File: src/rtl/fetch_control_pkg.sv
// fetch_control_pkg: shared ARM definitions for fetch control and execute.
// Holds the condition-code encodings, the fetch-control FSM state type,
// the branch opcode field value and a branch-target helper.
package fetch_control_pkg;
  typedef enum logic [3:0] {
    COND_EQ = 4'h0, COND_NE = 4'h1, COND_CS = 4'h2, COND_CC = 4'h3,
    COND_MI = 4'h4, COND_PL = 4'h5, COND_VS = 4'h6, COND_VC = 4'h7,
    COND_HI = 4'h8, COND_LS = 4'h9, COND_GE = 4'hA, COND_LT = 4'hB,
    COND_GT = 4'hC, COND_LE = 4'hD, COND_AL = 4'hE, COND_NV = 4'hF
  } cond_e;
  typedef enum logic [1:0] {ST_RUN, ST_HOLD, ST_SQUASH} state_e;
  localparam logic [2:0] BR_OP = 3'b101;
  // Word offset is sign-extended and scaled to bytes; PC reads two words ahead.
  function automatic logic [31:0] br_target(input logic [31:0] pc, input logic [23:0] imm);
    return pc + 32'd8 + {{6{imm[23]}}, imm, 2'b00};
  endfunction
endpackage

File: src/rtl/fetch_control_cond_check.sv
// cond_check: evaluates an ARM condition field against NZCV flags.
// Ports: cond_i (condition field), flags_i (N=3 Z=2 C=1 V=0), pass_o (condition holds).
// NV (4'hF) never passes.
module cond_check
  import fetch_control_pkg::*;
(
  input  logic [3:0] cond_i,
  input  logic [3:0] flags_i,
  output logic       pass_o
);
  logic n, z, c, v;
  assign {n, z, c, v} = flags_i;
  always_comb begin
    pass_o = 1'b0;
    case (cond_i)
      COND_EQ: pass_o = z;
      COND_NE: pass_o = !z;
      COND_CS: pass_o = c;
      COND_CC: pass_o = !c;
      COND_MI: pass_o = n;
      COND_PL: pass_o = !n;
      COND_VS: pass_o = v;
      COND_VC: pass_o = !v;
      COND_HI: pass_o = c && !z;
      COND_LS: pass_o = !c || z;
      COND_GE: pass_o = n == v;
      COND_LT: pass_o = n != v;
      COND_GT: pass_o = !z && (n == v);
      COND_LE: pass_o = z || (n != v);
      COND_AL: pass_o = 1'b1;
      default: pass_o = 1'b0;
    endcase
  end
endmodule

File: src/rtl/fetch_control.sv
// fetch_control: decode-stage latch with branch resolution, hold and squash control.
// Inputs : clk, rst (sync, active-high), PC_in/Instruction_in (fetched word),
//          Flags (NZCV), Flags_pending (flags not yet valid), Hazard (decode data hazard).
// Outputs: freeze (fetch hold), Branch_taken/BranchAddr (redirect), PC_out/Instruction_out/
//          Valid_out (latched decode instruction; Valid_out=0 marks a bubble).
// Optional BRANCH_LINK_EN adds Link_we/Link_value for BL (return address PC_out+4).
module fetch_control
  import fetch_control_pkg::*;
(
  input  logic        clk,
  input  logic        rst,
  input  logic [31:0] PC_in,
  input  logic [31:0] Instruction_in,
  input  logic [3:0]  Flags,
  input  logic        Flags_pending,
  input  logic        Hazard,
  output logic        freeze,
  output logic        Branch_taken,
  output logic [31:0] BranchAddr,
  output logic [31:0] PC_out,
  output logic [31:0] Instruction_out,
  output logic        Valid_out
`ifdef BRANCH_LINK_EN
  ,
  output logic        Link_we,
  output logic [31:0] Link_value
`endif
);
  state_e      state_q, state_d;
  logic [31:0] pc_q, pc_d, instr_q, instr_d;
  logic        valid_q, valid_d;
  logic        live, is_br, cond_pass, hold, taken;
  cond_check u_cond (
    .cond_i (instr_q[31:28]),
    .flags_i(Flags),
    .pass_o (cond_pass)
  );
  // A squashed bubble never drives control, whatever it happens to contain.
  assign live   = valid_q && state_q != ST_SQUASH;
  assign is_br  = live && instr_q[27:25] == BR_OP;
  // Only conditional branches need settled flags; AL resolves regardless.
  assign hold   = live && (Hazard || (is_br && cond_e'(instr_q[31:28]) != COND_AL && Flags_pending));
  assign taken  = is_br && cond_pass && !hold;
  assign freeze          = hold;
  assign Branch_taken    = taken;
  assign BranchAddr      = br_target(pc_q, instr_q[23:0]);
  assign PC_out          = pc_q;
  assign Instruction_out = instr_q;
  assign Valid_out       = valid_q;
`ifdef BRANCH_LINK_EN
  assign Link_we    = taken && instr_q[24];
  assign Link_value = pc_q + 32'd4;
`endif
  always_comb begin
    state_d = hold ? ST_HOLD : taken ? ST_SQUASH : ST_RUN;
    pc_d    = hold ? pc_q : PC_in;
    instr_d = hold ? instr_q : Instruction_in;
    valid_d = hold ? valid_q : !taken;
  end
  always_ff @(posedge clk) begin
    if (rst) begin
      state_q <= ST_RUN;
      pc_q    <= '0;
      instr_q <= '0;
      valid_q <= 1'b0;
    end else begin
      state_q <= state_d;
      pc_q    <= pc_d;
      instr_q <= instr_d;
      valid_q <= valid_d;
    end
  end
endmodule

File: config.mk
export PLATFORM = sky130hd
export DESIGN_NAME = fetch_control
export DESIGN_NICKNAME = d
export VERILOG_FILES = /design/src/rtl/fetch_control_pkg.sv /design/src/rtl/fetch_control_cond_check.sv /design/src/rtl/fetch_control.sv
export SDC_FILE = /design/constraint.sdc
export NUM_CORES = 1
export LEC_CHECK = 0
export ABC_AREA = 1
export BUFFER_PORTS_ARGS = -buffer_cell sky130_fd_sc_hd__buf_2
export CORE_UTILIZATION = 40
export CTS_CLUSTER_DIAMETER = 100
export CTS_CLUSTER_SIZE = 20
export DETAILED_ROUTE_END_ITERATION = 8
export PLACE_DENSITY = 0.66
export SKIP_CTS_REPAIR_TIMING = 1
export SLEW_MARGIN = 25
export SYNTH_ARGS = -nofsm -noshare
export SYNTH_HDL_FRONTEND = slang
export SYNTH_HIERARCHICAL = 1
export SYNTH_SLANG_ARGS = --single-unit
File: constraint.sdc
create_clock -name clk -period 3.8 [get_ports clk]
set_input_delay 0.38 -clock clk [delete_from_list [all_inputs] [get_ports clk]]
set_output_delay 0.38 -clock clk [all_outputs]
set_load 0.05 [all_outputs]
# Word-level counts from Yosys, hierarchy flattened
# Cells that the tools add are included.
# op_classes
n_addsub	2
eq_ne	19
n_mux	3
reduce_logical	20
# ops
cell	n
$add A32 B32 Y32	1
$add A32 B4 Y32 const B	1
$eq A4 B4 Y1 const B	7
$eq A4 B3 Y1 const B	4
$pmux W1 S15	1
$logic_and A1 B1 Y1	9
$eq A4 B2 Y1 const B	2
$logic_not A1 Y1	6
$eq A4 B1 Y1 const B	1
$logic_not A4 Y1	1
$ne A4 B4 Y1 const B	1
$eq A3 B3 Y1 const B	1
$logic_or A1 B1 Y1	3
$mux W2	1
$ne A2 B2 Y1 const B	1
$reduce_or A2 Y1	1
$eq A1 B1 Y1	1
$mux W1	1
$ne A1 B1 Y1	1
# totals
regBits	67
input_bits	72
output_inout_bits	99
elab_cells	49

# Longest topological paths before layout
# Gate-level depths: netlist of run 1.
# logic_depth
depth_word	11
depth_mapped	14
mapped_depth_nobuf	14

# Cells and area by module
# The synthesis of run 1 kept the hierarchy.
# modules_own_cells
module	n_inst	cells_per_inst	area_each_um2	seq_area_each_um2
fetch_control	1	780	4852.2	1341.3
cond_check	1	55	229.0	0.0

# Least setup slack after synthesis of run 1
# OpenSTA, ideal clock, no wires.
# synth_timing
path_type	register to output
from	register pc_q[3], in the netlist PC_out[3]
to	output BranchAddr[19]
arrival_ns	2.916
required_ns	3.420
setup_slack_ns	0.504
path_stages_with_launch	13
path_buffers	0
cell_sequence	dfxtp_1 -> inv_1 -> ha_1 -> inv_1 -> ha_1 -> fa_1 -> nand3_1 -> nand3_1 -> nand2_1 -> nand2_1 -> nand3_1 -> nand2_1 -> xor2_1
# synth_via
elab_chain_len	2
# synth_lines
item	line_no	source
from (decl)	fetch_control.sv:30	logic [31:0] pc_q, pc_d, instr_q, instr_d;
from (signal assigned)	fetch_control.sv:68	pc_q <= pc_d;
$add A32 B4 Y32	fetch_control_pkg.sv:15	return pc + 32'd8 + {{6{imm[23]}}, imm, 2'b00};
$add A32 B32 Y32	fetch_control_pkg.sv:15	
to (decl)	fetch_control.sv:19	output logic [31:0] BranchAddr,
# Every way passes these cells.

# Final worst setup path of run 1
# layout_timing
from	register pc_q[3], in the netlist PC_out[3]
to	output BranchAddr[31]
# Same word-level chain as after synthesis.

==> results of run 1 <==
-- worst max-delay path, stage by stage, from the launching register on --
cell	delay [ns]
dfxtp_1	0.36
inv_1	0.06
ha_1	0.27
inv_1	0.04
ha_1	0.24
fa_1	0.45
nand3_1	0.12
nand3_1	0.16
nand3_1	0.12
nand3_1	0.21
nand2_1	0.15
nand3_1	0.08
nand2_1	0.08
buf_2	0.26
-- routing by layer --
layer	vias to the layer above	track usage	wire length (um)
met1	2354	0.3250	7191
met3	22	0.04394	857
met5	-	0	0
li1	2921	-	-
met2	146	0.3717	6513
met4	0	0.07965	329
-- state kept, by name, summed over array words and instances (netlist names) --
name,flops
Instruction_out,32
Valid_out,1
state_q,2
PC_out,32
-- cell usage in the layout, fill, tap and decap left out, types with 2 or more instances in the layout --
cell type,count
nand2_1,361
buf_2,170
inv_1,114
nand3_1,111
dfxtp_1,67
ha_1,57
nor2_1,49
a21oi_1,18
xor2_1,15
clkbuf_16,9
nand4_1,5
o21bai_1,2
nand2_2,2
xnor2_1,2
nor3_1,2
clkbuf_8,2
bufinv_16,2
buf_4,2
clkinv_1,2
-- power breakdown --
group / internal, mW / switching (mW) / total (mW) / leakage, nW
clock: 0.609 / 0.297 / 0.905 / 0.159
sequential: 0.750 / 0.0463 / 0.796 / 0.556
combinational: 0.229 / 0.671 / 0.900 / 3.33
-- cell type report --
class / instances / share of cell area
clock inverters: 4 / 0.01140
multi-input cells: 628 / 0.4966
flip-flops and latches: 67 / 0.2107
repair buffers: 173 / 0.1391
inverters: 117 / 0.06897
clock buffers: 12 / 0.04028
well taps: 168 / 0.03301
-- worst paths after layout --
path                             from                  end  slack [ns]  cells past startpoint
setup / recovery            PC_out[3]       BranchAddr[31]        0.50                     13
hold / removal     Instruction_in[25]  Instruction_out[25]        0.27                      3
setup reg to reg  Instruction_out[28]   Instruction_out[7]        1.29                      9
hold reg to reg   Instruction_out[24]  Instruction_out[24]        0.44                      2
-- kinds of logic (layout without fill, tap and decap cells) --
group | Yosys count | in the layout
and+or+nand+nor | 532 | 532
buffers and inverters | 140 | 306
DFF | 67 | 67
adders and majority gates | 58 | 58
AOI/OAI and AO/OA | 21 | 21
xor gates and xnor gates | 17 | 17
==> results.yml, run 1 <==
power:
  totalPowerFinal_mw: 2.602
  cellPowerDensity_nw_per_um2: 408.6
  p_leak_nw: 4.041
  ir_worst_vdd_mv: 0.2484
global_routing:
  first_global_vias: 4920
  grt_use_total: 0.2364
  antenna_found_initial: 1
  globalRoute.totalOverflow: 0
  grt_start_max_net_pins: 41
  grt_first_pass_wirelength_mm: 24.35
placement:
  finalWeightedCongestion: 0.8955
  dpl-instance-area_sq_um: 6038
  port_bufs: 170
  place_hpwl_mm: 12.12
  place_worst_setup_slack_ns: 0.8448
  place_inst: 1153
synthesis:
  yosysMostFrequentCell: "nand2_1"
  synth.yosys.warnings: 6
  yosys_register_bits: 67
  synthAdderAreaFrac: 0.1443
  ys_seq_area_frac: 0.2640
  yosys_most_used_dff: "dfxtp_1"
  synth_xor_xnor_area_share: 0.02930
  synth_simple_gate_area_frac: 0.4250
  post_synth_instance_area_sq_um: 5081
  synth.top_cells.by_count: "nand2_1, inv_1, nand3_1"
  synth_enable_flop_cells: 0
  number_of_cells_produced_by_synthesis: 835
  netlist.top_cell.by_area: "nand2_1"
  yosysUniqueCellTypes: 23
  synthesized_area_fraction_occupied_by_ao_oa_aoi_and_oai_cells: 0.02216
  post_synth_main_area_contributors: "nand2_1, dfxtp_1, ha_1"
  dominant_combinational_cell_family_by_area_after_synthesis: "simple AND/OR/NAND/NOR gates"
  postSynthNetCount: 965
  syn_area_per_cell_sq_um: 6.085
  synth.area.mux_share: 0
  synth_largest_type_area_fraction: 0.2674
  async_flop_share: 0
detailed_routing:
  detail_route_antenna_nets: 0
  routed_via_density: 4.656
  drcViolationCount: 0
  detail_route.iter0.violations: 291
  detail_route.wl_per_cell_um: 12.74
  routed-via-count: 5443
  dr.pass1.iters: 4
  finalWirelength_mm: 14.89
outcome:
  outcome: "finished clean"
final_layout:
  final_cell_count_no_fill: 1169
  antennaDiodeCount: 0
  multi_input_area_sq_um: 3162
  nets: 1126
  regArea_sq_um: 1341
  final_design_area_no_fill_sq_um: 6367
  layout.filler_cells: 1386
  flow.area_growth_from_synthesis_pct: 25.31
  finalCoreUtilization: 0.5214
  share_of_final_layout_standard_cells_stronger_than_drive_strength_1: 0.1918
clock_network:
  tritoncts: "yes"
  cts.sinks: 67
  ctsHtreeMaxLevel: 3
  worstSkewPairLatency_ns: 0.33
  cts.path.max_buffers: 2
  ctsRootBufferMaster: "clkbuf_16"
  clk_transition_reported_paths_ns: 0.06
  cts_inserted_buffers: 9
timing:
  setup_violations: 0
  hold_viol: 0
  slew_headroom: 0.5161
  finalMaxSlewViolations: 0
  finalClockSkew_ns: 0.006622
  finalCritPeriodShare: 0.8680
  worst_pin_slew_ns: 0.7241
  maximum_clock_frequency_ghz: 0.3032
  fin_hold_ws_ns: 0.2713
  min_period_ns: 3.298
  pnr_worst_setup_slack_ns: 0.5016
  setup-tns-final_ns: 0
  rsz0062_at_grt: "false"
floorplanning:
  floorplan.initialDensity: 0.4161
  die_area_sq_um: 13160
  top_level_ports: 171
  die_h_um: 114.7
  placeableCoreArea_sq_um: 12210
  chipWidth_um: 114.7
  floorplan.rows: 40
worst_setup_path:
  timing.critical_path.to_type: "output port"
  critPathKind: "register to output port"
  cp_data_arrival_time_ns: 2.92
  cp_data_required_time_ns: 3.42
  setup.worst_path.start_class: "register"
  critPathMaxFanout: 4
worst_hold_path:
  worst_hold_path_type: "input port to register"
job:
  max_capacitance_violation_total: 0
(Power assumes the default switching activity.)
==> run 2: changes to the inputs <==
--- a/config.mk
+++ b/config.mk
@@ -7,11 +7,12 @@
 export LEC_CHECK = 0
 export ABC_AREA = 1
 export BUFFER_PORTS_ARGS = -buffer_cell sky130_fd_sc_hd__buf_2
-export CORE_UTILIZATION = 40
+export CORE_UTILIZATION = 41
+export CTS_BUF_LIST = sky130_fd_sc_hd__clkbuf_8
 export CTS_CLUSTER_DIAMETER = 100
 export CTS_CLUSTER_SIZE = 20
 export DETAILED_ROUTE_END_ITERATION = 8
-export PLACE_DENSITY = 0.66
+export PLACE_DENSITY = 0.67
 export SKIP_CTS_REPAIR_TIMING = 1
 export SLEW_MARGIN = 25
 export SYNTH_ARGS = -nofsm -noshare
==> run 2 against run 1 <==
Worst hold slack lost 0.025 ns. Largest power group is now combinational logic. Register-to-register slack improved by 0.36 ns. Cell area decreased by 2.0%. Combinational power about the same. Power shrank 11%.
==> results.yml, run 2 (synthesized netlist as in run 1, its figures left out) <==
worst_setup_path:
  cp_data_arrival_time_ns: 2.86
  setup.worst_path.start_class: "register"
  timing.critical_path.to_type: "output port"
  critPathKind: "register to output port"
  critPathMaxFanout: 4
  cp_data_required_time_ns: 3.42
detailed_routing:
  detail_route.wl_per_cell_um: 12.55
  detail_route.iter0.violations: 294
  routed_via_density: 4.688
  drcViolationCount: 0
  routed-via-count: 5485
  dr.pass1.iters: 4
  finalWirelength_mm: 14.68
  detail_route_antenna_nets: 0
final_layout:
  final_common_cell: "nand2_1"
  layout_common_cells: "nand2_1, buf_2, inv_1"
  share_of_final_layout_standard_cells_stronger_than_drive_strength_1: 0.1908
  flow.area_growth_from_synthesis_pct: 22.80
  nets: 1126
  finalCoreUtilization: 0.5173
  layout.filler_cells: 1298
global_routing:
  globalRoute.busiestLayer: "met2"
  grt_first_pass_wirelength_mm: 23.94
  first_global_vias: 4877
  antenna_found_initial: 2
  groute.layer.met2.usage: 0.3804
  globalRoute.totalOverflow: 0
  met1_usage: 0.3194
  grt_start_max_net_pins: 66
  grtUsageMet3: 0.03856
  grt_use_total: 0.2348
clock_network:
  cts.path.max_buffers: 2
  tritoncts: "yes"
  ctsHtreeMaxLevel: 3
  ctsRootBufferMaster: "clkbuf_8"
  worstSkewPairLatency_ns: 0.35
  cts.sinks: 67
  cts_inserted_buffers: 9
  clk_transition_reported_paths_ns: 0.08
floorplanning:
  top_level_ports: 171
  chipWidth_um: 113.3
  die_h_um: 113.3
  floorplan.rows: 40
  placeableCoreArea_sq_um: 12060
  die_area_sq_um: 12840
  floorplan.initialDensity: 0.4213
timing:
  hold_viol: 0
  setup-tns-final_ns: 0
  worst_pin_slew_ns: 0.7361
  finalMaxSlewViolations: 0
  min_period_ns: 3.238
  rsz0062_at_grt: "false"
  finalClockSkew_ns: 0.01118
  finalCritPeriodShare: 0.8521
  pnr_worst_setup_slack_ns: 0.5619
  setup_violations: 0
  maximum_clock_frequency_ghz: 0.3088
  slew_headroom: 0.5076
placement:
  place_hpwl_mm: 11.98
  port_bufs: 170
  place_worst_setup_slack_ns: 0.9194
  finalWeightedCongestion: 0.9164
job:
  max_capacitance_violation_total: 0
power:
  p_leak_nw: 3.992
  cellPowerDensity_nw_per_um2: 372.9
  ir_worst_vdd_mv: 0.1932
worst_hold_path:
  worst_hold_path_type: "input port to register"
outcome:
  outcome: "finished clean"
## run 2: final timing paths
kind	from	end	slack, ns	cells after the start
setup / recovery	PC_out[3]	BranchAddr[31]	0.56	13
hold / removal	PC_in[10]	PC_out[10]	0.25	3
setup reg to reg	Instruction_out[28]	PC_out[27]	1.65	9
hold reg to reg	Instruction_out[24]	Instruction_out[24]	0.45	2
## run 2: final cells by class
class	count	area [sq um]	share of cell area
Multi-Input combinational cell	628	3162	0.5067
Sequential cell	67	1341	0.2150
Timing Repair Buffer	173	873.3	0.1400
Inverter	117	441.7	0.07078
Tap cell	168	210.2	0.03369
Clock buffer	9	123.9	0.01985
Clock inverter	7	85.08	0.01364
Antenna cell	1	2.502	0.0004010
## run 2: layer usage
layer  up-vias  routed length [um]
met5         -                  12
met4         2                 221
met3        17                 770
met2       132                6536
met1      2408                7138
li1       2926                   -
## run 2: stage by stage
| stage | instances | cell area [sq um] | hold WS [ns] | total power, mW |
|---|---|---|---|---|
| after floorplan | 835 | 5081 | 0.4593 | 1.480 |
| after global placement | 1153 | 6026 | 0.4254 | 1.706 |
| after detailed placement | 1153 | 6028 | 0.4330 | 1.707 |
| after CTS | 1169 | 6237 | 0.2330 | 2.347 |
| after global routing | 1169 | 6237 | 0.2396 | 2.450 |
| final | 1170 | 6240 | 0.2465 | 2.327 |
## run 2: where the power goes
part | leakage, nW | internal (mW) | switching [mW]
Sequential | 0.556 | 0.749 | 0.0461
Combinational | 3.32 | 0.228 | 0.671
Clock | 0.112 | 0.362 | 0.271
Total | 3.99 | 1.34 | 0.988
## run 2: worst max-delay path, stage by stage (launching register included)
cell and delay (ns):
dfxtp_1 0.35, inv_1 0.05, ha_1 0.27, inv_1 0.04, ha_1 0.24, fa_1 0.45
nand3_1 0.11, nand3_1 0.14, nand3_1 0.12, nand3_1 0.19, nand2_1 0.14, nand3_1 0.08
nand2_1 0.07, buf_2 0.26
